--- config.mk ---
export PLATFORM = sky130hd
export DESIGN_NAME = counter_32
export DESIGN_NICKNAME = d
export VERILOG_FILES = /design/src/rtl/counter_32.sv
export SDC_FILE = /design/constraint.sdc
export NUM_CORES = 1
export LEC_CHECK = 0
export CAP_MARGIN = 40
export CORE_MARGIN = 3
export CORE_UTILIZATION = 44
export CTS_CLUSTER_DIAMETER = 80
export DETAILED_ROUTE_END_ITERATION = 7
export GPL_TIMING_DRIVEN = 0
export PLACE_DENSITY = 0.75
export SLEW_MARGIN = 15
export SYNTH_ARGS = -nofsm -noshare
export SYNTH_HDL_FRONTEND = slang
export SYNTH_SLANG_ARGS = --single-unit
--- constraint.sdc ---
create_clock -name clk -period 1.8 [get_ports clk]
set_input_delay 0.36 -clock clk [delete_from_list [all_inputs] [get_ports clk]]
set_output_delay 0.36 -clock clk [all_outputs]
set_load 0.005 [all_outputs]
--- src/rtl/counter_32.sv ---
// Free-running up-counter with synchronous active-low reset; the count register
// drives the output directly, so out is glitch-free and never X at time zero.
module counter_32 #(
   parameter int unsigned      WIDTH      = 32,
   parameter logic [WIDTH-1:0] INIT_VALUE = '0,
   parameter logic [WIDTH-1:0] STEP       = 1
) (
   input  logic             clk,
   input  logic             rst,
   output logic [WIDTH-1:0] out
);

   // Declaration initialiser gives the power-up value before any edge or reset.
   logic [WIDTH-1:0] count_q = INIT_VALUE;
   logic [WIDTH-1:0] count_d;

   always_comb begin
      count_d = count_q + STEP;
   end

   // Reset wins over the pending increment; addition wraps modulo 2^WIDTH.
   always_ff @(posedge clk) begin
      if (!rst) begin
         count_q <= INIT_VALUE;
      end else begin
         count_q <= count_d;
      end
   end

   assign out = count_q;

endmodule

==> reports/results.ini, run 1 <==
[status]
run_status=finished, violations left
violations=setup timing

[floorplan]
coreArea_mm2=0.00313
die_h_um=63.7
num_rows=20
die-area_mm2=0.00406
start_util_pct=46.9
die_x_um=63.7
ios=34

[placement]
place_inst=244
dp_hpwl_um=2520
portBuffers=32
routabilityCongestion=0.807
dpl_cell_area_mm2=0.00189

[timing]
setup_viol=17
relSlewSlack_pct=64.3
worst_clock_skew_ns=0.0146
fin_ws_ns=-0.166
rsz0062_at_grt=true
tightest_slew_ns=0.536
fmax_ghz=0.509
hold_slack_ns=0.387
maxSlewViolCount=0
finalHoldViolations=0
fin_crit_ns=1.97
finalCritPeriodShare_pct=109

[synth]
synthArstFlopShare_pct=0
syn-cell-area_mm2=0.00147
yosys_register_bits=32
synth.top_cells.by_count=dfxtp_1 (32), a21oi_1 (17), nand2_1 (14)
synth_area_leaders=dfxtp_1 (44%), or4_1 (6.7%), a21oi_1 (5.8%)
yosysTopAreaCellShare_pct=43.7
synth_ff_type=dfxtp_1
synth_edf_count=0
synth_nets=171
syn_area_per_cell_um2=8.73
yosys.cell_types.count=30
yosysSeqAreaShare_pct=43.7
syn_inst=168
synth-warning-count=0
yosysMostFrequentCell=dfxtp_1
synth_top_area_cell=dfxtp_1

[power]
ir_drop_v=0.000401
power_mw=1.16
powerDensity_mw_per_mm2=538
p_leak_nw=0.681

[setup_path]
worstSetupStartpointType=flop
ff2ff_path_depth=6
worstSetupPathType=flop to flop
worstPathMaxFanout=5
r2r_slack_ns=-0.17
end_kind=flop
slowest_delay_ns=0.48
crit_path_cell_trace=ha_4, and4_4, or4b_4, buf_6, or4_1, a21oi_1
crit_buf_inv=1
crit_family=simple AND/OR/NAND/NOR gates
cp_data_arrival_time_ns=2.23
r2r-end=out[22]$_SDFF_PN0_
crit_slowest_cell=or4b_4
timing.rr.start=out[0]$_SDFF_PN0_
required_ns=2.07

[clock_network]
cts_tree=done
cts_root_buf=clkbuf_4
cts-htree-levels=2
worstSkewPairLatency_ns=0.34
clock-sinks=32
cts_buffers=5
clk_path_buf_depth=2
clkTransAtPathRegs_ns=0.11

[routing]
route.vias.total=1511
wl_per_cell_um=14.8
drt_iter0_drc=122
drc=0
ant_nets=0
dr.pass1.iters=4
vias_per_cell=5.64
wl_um=3960

[global_route]
grtUsageTotal_pct=20.0
grt_overflow=0
grt_pass1_wl_um=6560
grt_pass1_vias=1455
antenna_found_initial=0
grt_max_degree=11

[cells_and_area]
largest_reg_flops=32
diodes=0
final_nets=226
drive_above_1_share_pct=27.2
fin_cells=268
postLayoutCellArea_mm2=0.00216
syn2layout_area_growth_pct=47.0

[hold_path]
hold_path_class=input port to flop
hold_depth=2
hold_end=out[30]$_SDFF_PN0_
hp-start=rst

[run]
max_cap_viol_count=0

layout by cell type, fill, tap and decap left out, drive strengths merged:
| cell | n |
|---|---|
| nor4 | 3 |
| clkdlybuf4s50 | 32 |
| o31a | 1 |
| o21ai | 6 |
| clkinv | 2 |
| o31ai | 11 |
| xor2 | 4 |
| and2 | 1 |
| a21oi | 17 |
| or4 | 13 |
| or3b | 1 |
| or4b | 1 |
| nand4 | 6 |
| nand2 | 14 |
| buf | 22 |
| inv | 4 |
| and4 | 3 |
| xnor2 | 5 |
| dfxtp | 32 |
| nor3 | 2 |
| nor2 | 10 |
| or3 | 6 |
| o21a | 1 |
| nand2b | 3 |
| nor3b | 1 |
| clkbuf | 10 |
| nand3 | 9 |
| ha | 1 |
| mux2i | 3 |
metrics by stage:
stage	setup WS, ns	setup TNS, ns	utilization [%]
finish	-0.166	-1.63	68.9
global route	-0.245	-3.15	68.9
CTS	-0.177	-1.43	66.2
detailed placement	-0.200	-2.39	60.5
global placement	-0.170	-1.56	60.5
floorplan	-0.0891	-0.0891	-
layer usage:
| layer | global-route usage [%] | up-vias | routed length (µm) |
|---|---|---|---|
| met3 | 5.45 | 5 | 196 |
| li1 | - | 729 | - |
| met4 | 5.66 | 0 | 46 |
| met5 | 0 | - | 0 |
| met1 | 25.6 | 726 | 1810 |
| met2 | 32.9 | 51 | 1900 |
report_power, final:
part	switching (mW)	leakage (nW)	internal, mW
Clock	0.248	0.0293	0.152
Combinational	0.0258	0.381	0.0244
Sequential	0.00815	0.270	0.702
cell type report:
cell class	count	area, µm²
Inverter	5	18.8
Clock buffer	7	45.0
Timing Repair Buffer	48	435
Fill cell	265	972
Clock inverter	1	5.00
Tap cell	44	55.1
Buffer	9	78.8
Multi-Input combinational cell	122	828
Sequential cell	32	689
logic make-up (layout without fill, tap and decap cells):
family | count (synthesis) | after routing | share of synthesized area (%)
buffers and inverters | 14 | 70 | 4.01
and+or+nand+nor | 73 | 73 | 29.4
muxes | 3 | 3 | 2.05
xor gates and xnor gates | 9 | 9 | 5.38
DFF | 32 | 32 | 43.7
AOI/OAI and AO/OA | 36 | 36 | 14.6
adders and majority gates | 1 | 1 | 0.853
worst max-delay path by stage:
stage          cells past startpoint                  to  slack, ns          startpoint
2_1_floorplan                      6  out[22]$_SDFF_PN0_      -0.09   out[1]$_SDFF_PN0_
3_3_place_gp                       6  out[22]$_SDFF_PN0_      -0.17   out[1]$_SDFF_PN0_
3_5_place_dp                       6  out[27]$_SDFF_PN0_      -0.20  out[19]$_SDFF_PN0_
4_1_cts                            6  out[22]$_SDFF_PN0_      -0.18   out[0]$_SDFF_PN0_
5_1_grt                            5  out[26]$_SDFF_PN0_      -0.24  out[12]$_SDFF_PN0_
6_report                           6  out[22]$_SDFF_PN0_      -0.17   out[0]$_SDFF_PN0_
repair_timing:
item,in CTS,in global routing
buffers inserted,8,6
pin swaps,7,2
hold buffers,0,0
endpoints found under the setup margin,19,21
gates cloned,2,0
resized for setup,20,15
(Power assumes the default switching activity.)
==> run 2: changes to the inputs <==
Settings changed: CORE_UTILIZATION 44 to 46, CTS_BUF_LIST set to sky130_fd_sc_hd__clkbuf_4, PLACE_DENSITY 0.75 to 0.78.
==> run 2 against run 1 <==
Critical path type unchanged. The flow still finishes with violations (setup timing). Largest power group unchanged. Critical endpoint unchanged. Fmax hardly changed. Die area shrank 3.9%. Clock skew is 0.0030 ns lower. Combinational power is 13% higher. Routed wire length up 2.0%. Sequential share of layout area down 1.5 points. Highest routed layer unchanged.
==> reports/results.ini, run 2 (same netlist as run 1, synthesis figures left out) <==
[timing]
rsz0062_at_grt=true  ; unchanged
worst_clock_skew_ns=0.0116  ; was 0.0146 ns
fin_ws_ns=-0.167  ; was -0.166 ns
setup_viol=19  ; was 17
relSlewSlack_pct=66.6  ; was 64.3%
fmax_ghz=0.508  ; was 0.509 GHz
finalCritPeriodShare_pct=109  ; about the same
fin_crit_ns=1.97  ; about the same
setup_tns_ns=-1.46  ; was -1.63 ns
tightest_slew_ns=0.501  ; was 0.536 ns
finalHoldViolations=0  ; unchanged
maxSlewViolCount=0  ; unchanged

[setup_path]
required_ns=2.07  ; about the same
worstPathMaxFanout=6  ; was 5
worstSetupPathType=flop to flop  ; unchanged
ff2ff_path_depth=6  ; unchanged
crit_slowest_cell=or4b_4  ; unchanged
slowest_delay_ns=0.47  ; was 0.48 ns
r2r_slack_ns=-0.17  ; about the same
end_kind=flop  ; unchanged
crit_path_cell_trace=ha_4, and4_4, or4b_4, buf_6, or4_4, a21oi_2  ; was ha_4, and4_4, or4b_4, buf_6, or4_1, a21oi_1
worstSetupStartpointType=flop  ; unchanged
cp_data_arrival_time_ns=2.23  ; about the same
path_depth=6  ; unchanged
crit_path_start=out[1]$_SDFF_PN0_  ; was out[0]$_SDFF_PN0_
timing.rr.start=out[1]$_SDFF_PN0_  ; was out[0]$_SDFF_PN0_
crit_family=simple AND/OR/NAND/NOR gates  ; unchanged
crit_buf_inv=1  ; unchanged

[cells_and_area]
final_nets=231  ; was 226
postLayoutCoreUtil_pct=77.8  ; was 68.9%
filler_cell_count=200  ; was 265
drive_above_1_share_pct=32.3  ; was 27.2%
syn2layout_area_growth_pct=53.8  ; was 47.0%
postLayoutCellArea_mm2=0.00226  ; was 0.00216 mm²
layout_commonest_cell=clkdlybuf4s50_1  ; unchanged
diodes=0  ; unchanged
fin_cells=271  ; was 268
largest_reg_flops=32  ; unchanged
mostFrequentLayoutCells=clkdlybuf4s50_1 (32), buf_4 (22), a21oi_1 (13), nand2_1 (12), dfxtp_1 (12)  ; was clkdlybuf4s50_1 (32), buf_4 (15), a21oi_1 (15), nand2_1 (13), dfxtp_1 (13)

[status]
run_status=finished, violations left  ; unchanged
violations=setup timing  ; unchanged

[floorplan]
die_h_um=62.5  ; was 63.7 µm
die-area_mm2=0.00390  ; was 0.00406 mm²
num_rows=19  ; was 20
ios=34  ; unchanged
die_x_um=62.5  ; was 63.7 µm
start_util_pct=50.6  ; was 46.9%
coreArea_mm2=0.00290  ; was 0.00313 mm²

[hold_path]
hold_depth=2  ; unchanged
hp-start=rst  ; unchanged
hold_path_class=input port to flop  ; unchanged

[placement]
dp_slack_ns=-0.206  ; was -0.200 ns
routabilityCongestion=0.813  ; was 0.807
place_inst=242  ; was 244
dp_hpwl_um=2510  ; was 2520 µm
portBuffers=32  ; unchanged
dpl_cell_area_mm2=0.00189  ; about the same

[clock_network]
holdBufCountCts=0  ; unchanged
cts_root_buf=clkbuf_4  ; unchanged
clkTransAtPathRegs_ns=0.11  ; about the same
cts_buffers=5  ; unchanged
clock-sinks=32  ; unchanged
worstSkewPairLatency_ns=0.33  ; was 0.34 ns
cts_tree=done  ; unchanged
cts-htree-levels=2  ; unchanged
clk_path_buf_depth=2  ; unchanged

[routing]
drt_iter0_drc=130  ; was 122
vias_per_cell=5.74  ; was 5.64
route.vias.total=1555  ; was 1,511
wl_um=4030  ; was 3960 µm
drc=0  ; unchanged
ant_nets=0  ; unchanged
dr.pass1.iters=4  ; unchanged
wl_per_cell_um=14.9  ; was 14.8 µm

[global_route]
antenna_found_initial=0  ; unchanged
grt_pass1_wl_um=6690  ; was 6560 µm
grt_overflow=0  ; unchanged
grt_pass1_vias=1500  ; was 1,455
grt_max_degree=11  ; unchanged
grtUsageTotal_pct=20.6  ; was 20.0%

[power]
ir_drop_v=0.000451  ; was 0.000401 V
powerDensity_mw_per_mm2=588  ; was 538 mW/mm²
p_leak_nw=0.755  ; was 0.681 nW

[run]
max_cap_viol_count=0  ; unchanged

## run 2: cell types whose count changed in the layout (fill, tap and decap cells not counted), moves of 2 or more
cell,change
buf_4,+7
a21oi_1,-2
clkbuf_1,-2
buf_2,-2
or4_4,+2
or4_1,-2
a21oi_2,+2
dfxtp_2,+2
## run 2: final cells by class
cell class	instances	area, µm²	area share [%]
multi-input cells	122	857	38.0
plain buffers	9	81.3	3.61
flip-flops and latches	32	688	30.5
repair buffers	53	478	21.2
well taps	42	52.6	2.33
clock inverters	2	35.0	1.55
inverters	5	18.8	0.832
clock buffers	6	45.0	2.00
## run 2: where the power goes
group / leakage (nW) / total (mW) / internal (mW) / switching, mW
sequential: 0.271 / 0.714 / 0.704 / 0.00984
combinational: 0.438 / 0.0568 / 0.0291 / 0.0277
clock: 0.0456 / 0.555 / 0.306 / 0.249
## run 2: path summary, 6_finish.rpt
kind / endpoint
hold / removal: out[30]$_SDFF_PN0_
hold reg to reg: out[31]$_SDFF_PN0_
setup reg to reg: out[22]$_SDFF_PN0_
setup / recovery: out[22]$_SDFF_PN0_
## run 2: per-stage QoR
step                hold slack [ns]  power, mW
floorplan                     0.439      0.760
global placement              0.441      0.778
detailed placement            0.455      0.780
CTS                           0.397       1.33
global route                  0.426       1.37
finish                        0.404       1.33
## run 2: timing repair
| action | in CTS | in global routing |
|---|---|---|
| pin swaps | 8 | 7 |
| setup buffers | 13 | 8 |
| setup endpoints to repair | 19 | 21 |
| resized for setup | 23 | 20 |
## run 2: layer usage
layer | vias to the layer above | wire [µm] | global-route usage, %
met1 | 735 | 1740 | 24.4
met3 | 12 | 214 | 3.24
met2 | 61 | 1990 | 36.5
li1 | 747 | - | -
met4 | 0 | 89 | 8.82
met5 | - | 0 | 0
==> run 3: changes to the inputs <==
Settings changed: MAX_ROUTING_LAYER set to met4.
==> run 3 against run 2 <==
The run still ends with setup timing left. Via count is 0.19% lower. Combinational power barely moved. Hold slack about the same. Register-to-register slack about the same. Critical endpoint unchanged. Critical path depth stayed put. Die area unchanged. Sequential share of layout area unchanged. Non-clock buffer count unchanged. Setup slack got worse by 0.0047 ns. Flip-flop and latch count unchanged.
==> reports/results.ini, run 3 (same netlist as run 1, synthesis figures left out) <==
[status]
run_status=finished, violations left  ; unchanged
violations=setup timing  ; unchanged

[clock_network]
clkTransAtPathRegs_ns=0.10  ; was 0.11 ns
cts-htree-levels=2  ; unchanged
cts_tree=done  ; unchanged
clk_path_buf_depth=2  ; unchanged
clock-sinks=32  ; unchanged
worstSkewPairLatency_ns=0.33  ; about the same
holdBufCountCts=0  ; unchanged
cts_buffers=5  ; unchanged
cts_root_buf=clkbuf_4  ; unchanged

[setup_path]
worstPathMaxFanout=6  ; unchanged
worstSetupPathType=flop to flop  ; unchanged
worstSetupStartpointType=flop  ; unchanged
crit_path_start=out[1]$_SDFF_PN0_  ; unchanged
timing.rr.start=out[1]$_SDFF_PN0_  ; unchanged
cp_data_arrival_time_ns=2.24  ; was 2.23 ns
required_ns=2.07  ; about the same
end_kind=flop  ; unchanged

[cells_and_area]
filler_cell_count=200  ; unchanged
diodes=0  ; unchanged
largest_reg_flops=32  ; unchanged
drive_above_1_share_pct=32.3  ; unchanged
final_nets=231  ; unchanged
mostFrequentLayoutCells=clkdlybuf4s50_1 (32), buf_4 (22), a21oi_1 (13), nand2_1 (12), dfxtp_1 (12)  ; unchanged
layout_commonest_cell=clkdlybuf4s50_1  ; unchanged
postLayoutCellArea_mm2=0.00226  ; unchanged
syn2layout_area_growth_pct=53.8  ; unchanged

[timing]
worst_clock_skew_ns=0.00993  ; was 0.0116 ns
setup_viol=18  ; was 19
relSlewSlack_pct=67.3  ; was 66.6%
rsz0062_at_grt=true  ; unchanged
fmax_ghz=0.507  ; was 0.508 GHz
setup_tns_ns=-1.44  ; was -1.46 ns
fin_ws_ns=-0.172  ; was -0.167 ns
hold_slack_ns=0.404  ; about the same
maxSlewViolCount=0  ; unchanged
fin_crit_ns=1.97  ; about the same
finalCritPeriodShare_pct=110  ; was 109%
tightest_slew_ns=0.491  ; was 0.501 ns
finalHoldViolations=0  ; unchanged

[global_route]
grt_pass1_vias=1496  ; was 1,500
antenna_found_initial=0  ; unchanged
met2_usage_pct=36.4  ; was 36.5%
busiest_layer=met2  ; unchanged
grt_use_met3_pct=3.24  ; unchanged
grt_overflow=0  ; unchanged
grt_max_degree=11  ; unchanged
grt_use_met1_pct=24.7  ; was 24.4%
grtUsageTotal_pct=21.2  ; was 20.6%
grt_pass1_wl_um=6700  ; was 6690 µm

[floorplan]
coreArea_mm2=0.00290  ; unchanged
die_h_um=62.5  ; unchanged
die_x_um=62.5  ; unchanged
num_rows=19  ; unchanged
ios=34  ; unchanged
die-area_mm2=0.00390  ; unchanged
start_util_pct=50.6  ; unchanged

[routing]
route.vias.total=1552  ; was 1,555
dr.pass1.iters=4  ; unchanged
drt_iter0_drc=159  ; was 130
drc=0  ; unchanged
vias_per_cell=5.73  ; was 5.74
ant_nets=0  ; unchanged
wl_per_cell_um=14.8  ; was 14.9 µm
wl_um=4020  ; was 4030 µm

[hold_path]
hold_path_class=input port to flop  ; unchanged
hp-start=rst  ; unchanged

[placement]
dpl_cell_area_mm2=0.00189  ; unchanged
dp_hpwl_um=2510  ; unchanged
portBuffers=32  ; unchanged
routabilityCongestion=0.825  ; was 0.813
dp_slack_ns=-0.206  ; unchanged

[power]
power_mw=1.33  ; about the same
power.switching_uw=286  ; was 287 µW
p_leak_nw=0.755  ; unchanged
ir_drop_v=0.000453  ; was 0.000451 V
intPower_mw=1.04  ; unchanged
pwr-share-comb_pct=4.3  ; about the same
pwr-share-seq_pct=53.9  ; was 53.8%
powerDensity_mw_per_mm2=587  ; was 588 mW/mm²
clockPowerShare_pct=41.9  ; about the same
power_switching_share_pct=21.6  ; about the same

[run]
max_cap_viol_count=0  ; unchanged

## run 3: cell counts in the layout (fill, tap and decap cells not counted)
No cell type changed its count.
## run 3: power by group through the flow
stage	sequential (mW)	combinational (mW)	clock (mW)
floorplan	0.739	0.0213	0
global placement	0.739	0.0391	0
detailed placement	0.740	0.0408	0
CTS	0.719	0.0457	0.564
global route	0.715	0.0622	0.590
finish	0.714	0.0569	0.555
## run 3: worst max-delay path, cell delays in order, from the launching register on
cell and delay [ns]:
dfxtp_4 0.40, ha_4 0.14, and4_4 0.21, or4b_4 0.47
buf_6 0.15, or4_4 0.42, a21oi_2 0.13
## run 3: final timing paths
kind,cells after the start,endpoint,slack [ns]
worst max register to register,6,out[22]$_SDFF_PN0_,-0.17
worst min register to register,2,out[31]$_SDFF_PN0_,0.48
worst min-delay path,2,out[30]$_SDFF_PN0_,0.40
worst max-delay path,6,out[22]$_SDFF_PN0_,-0.17
## run 3: through the flow
stage	util (%)	instances
after global placement	65.2	242
final	77.8	271
after CTS	73.6	263
after floorplan	-	168
after global routing	77.8	271
after detailed placement	65.2	242
## run 3: layout make-up
class | count | area [µm²] | area share, %
clock buffer | 6 | 45.0 | 2.00
multi-input combinational | 122 | 857 | 38.0
timing repair buffer | 53 | 478 | 21.2
tap | 42 | 52.6 | 2.33
clock inverter | 2 | 35.0 | 1.55
buffer | 9 | 81.3 | 3.61
sequential | 32 | 688 | 30.5
inverter | 5 | 18.8 | 0.832
## run 3: per-layer routing
layer | part of all wire [%] | wire length [µm] | vias up
met5 | 0 | 0 | -
met4 | 1.5 | 61 | 0
met3 | 4.2 | 170 | 6
met2 | 50 | 2030 | 54
met1 | 44 | 1760 | 748
li1 | - | - | 744
## run 3: what timing repair did
item,4_1_cts,5_1_grt
buffers inserted,13,8
setup endpoints to repair,19,21
pin swaps,8,7
hold endpoints to repair,0,0
resized for setup,23,20
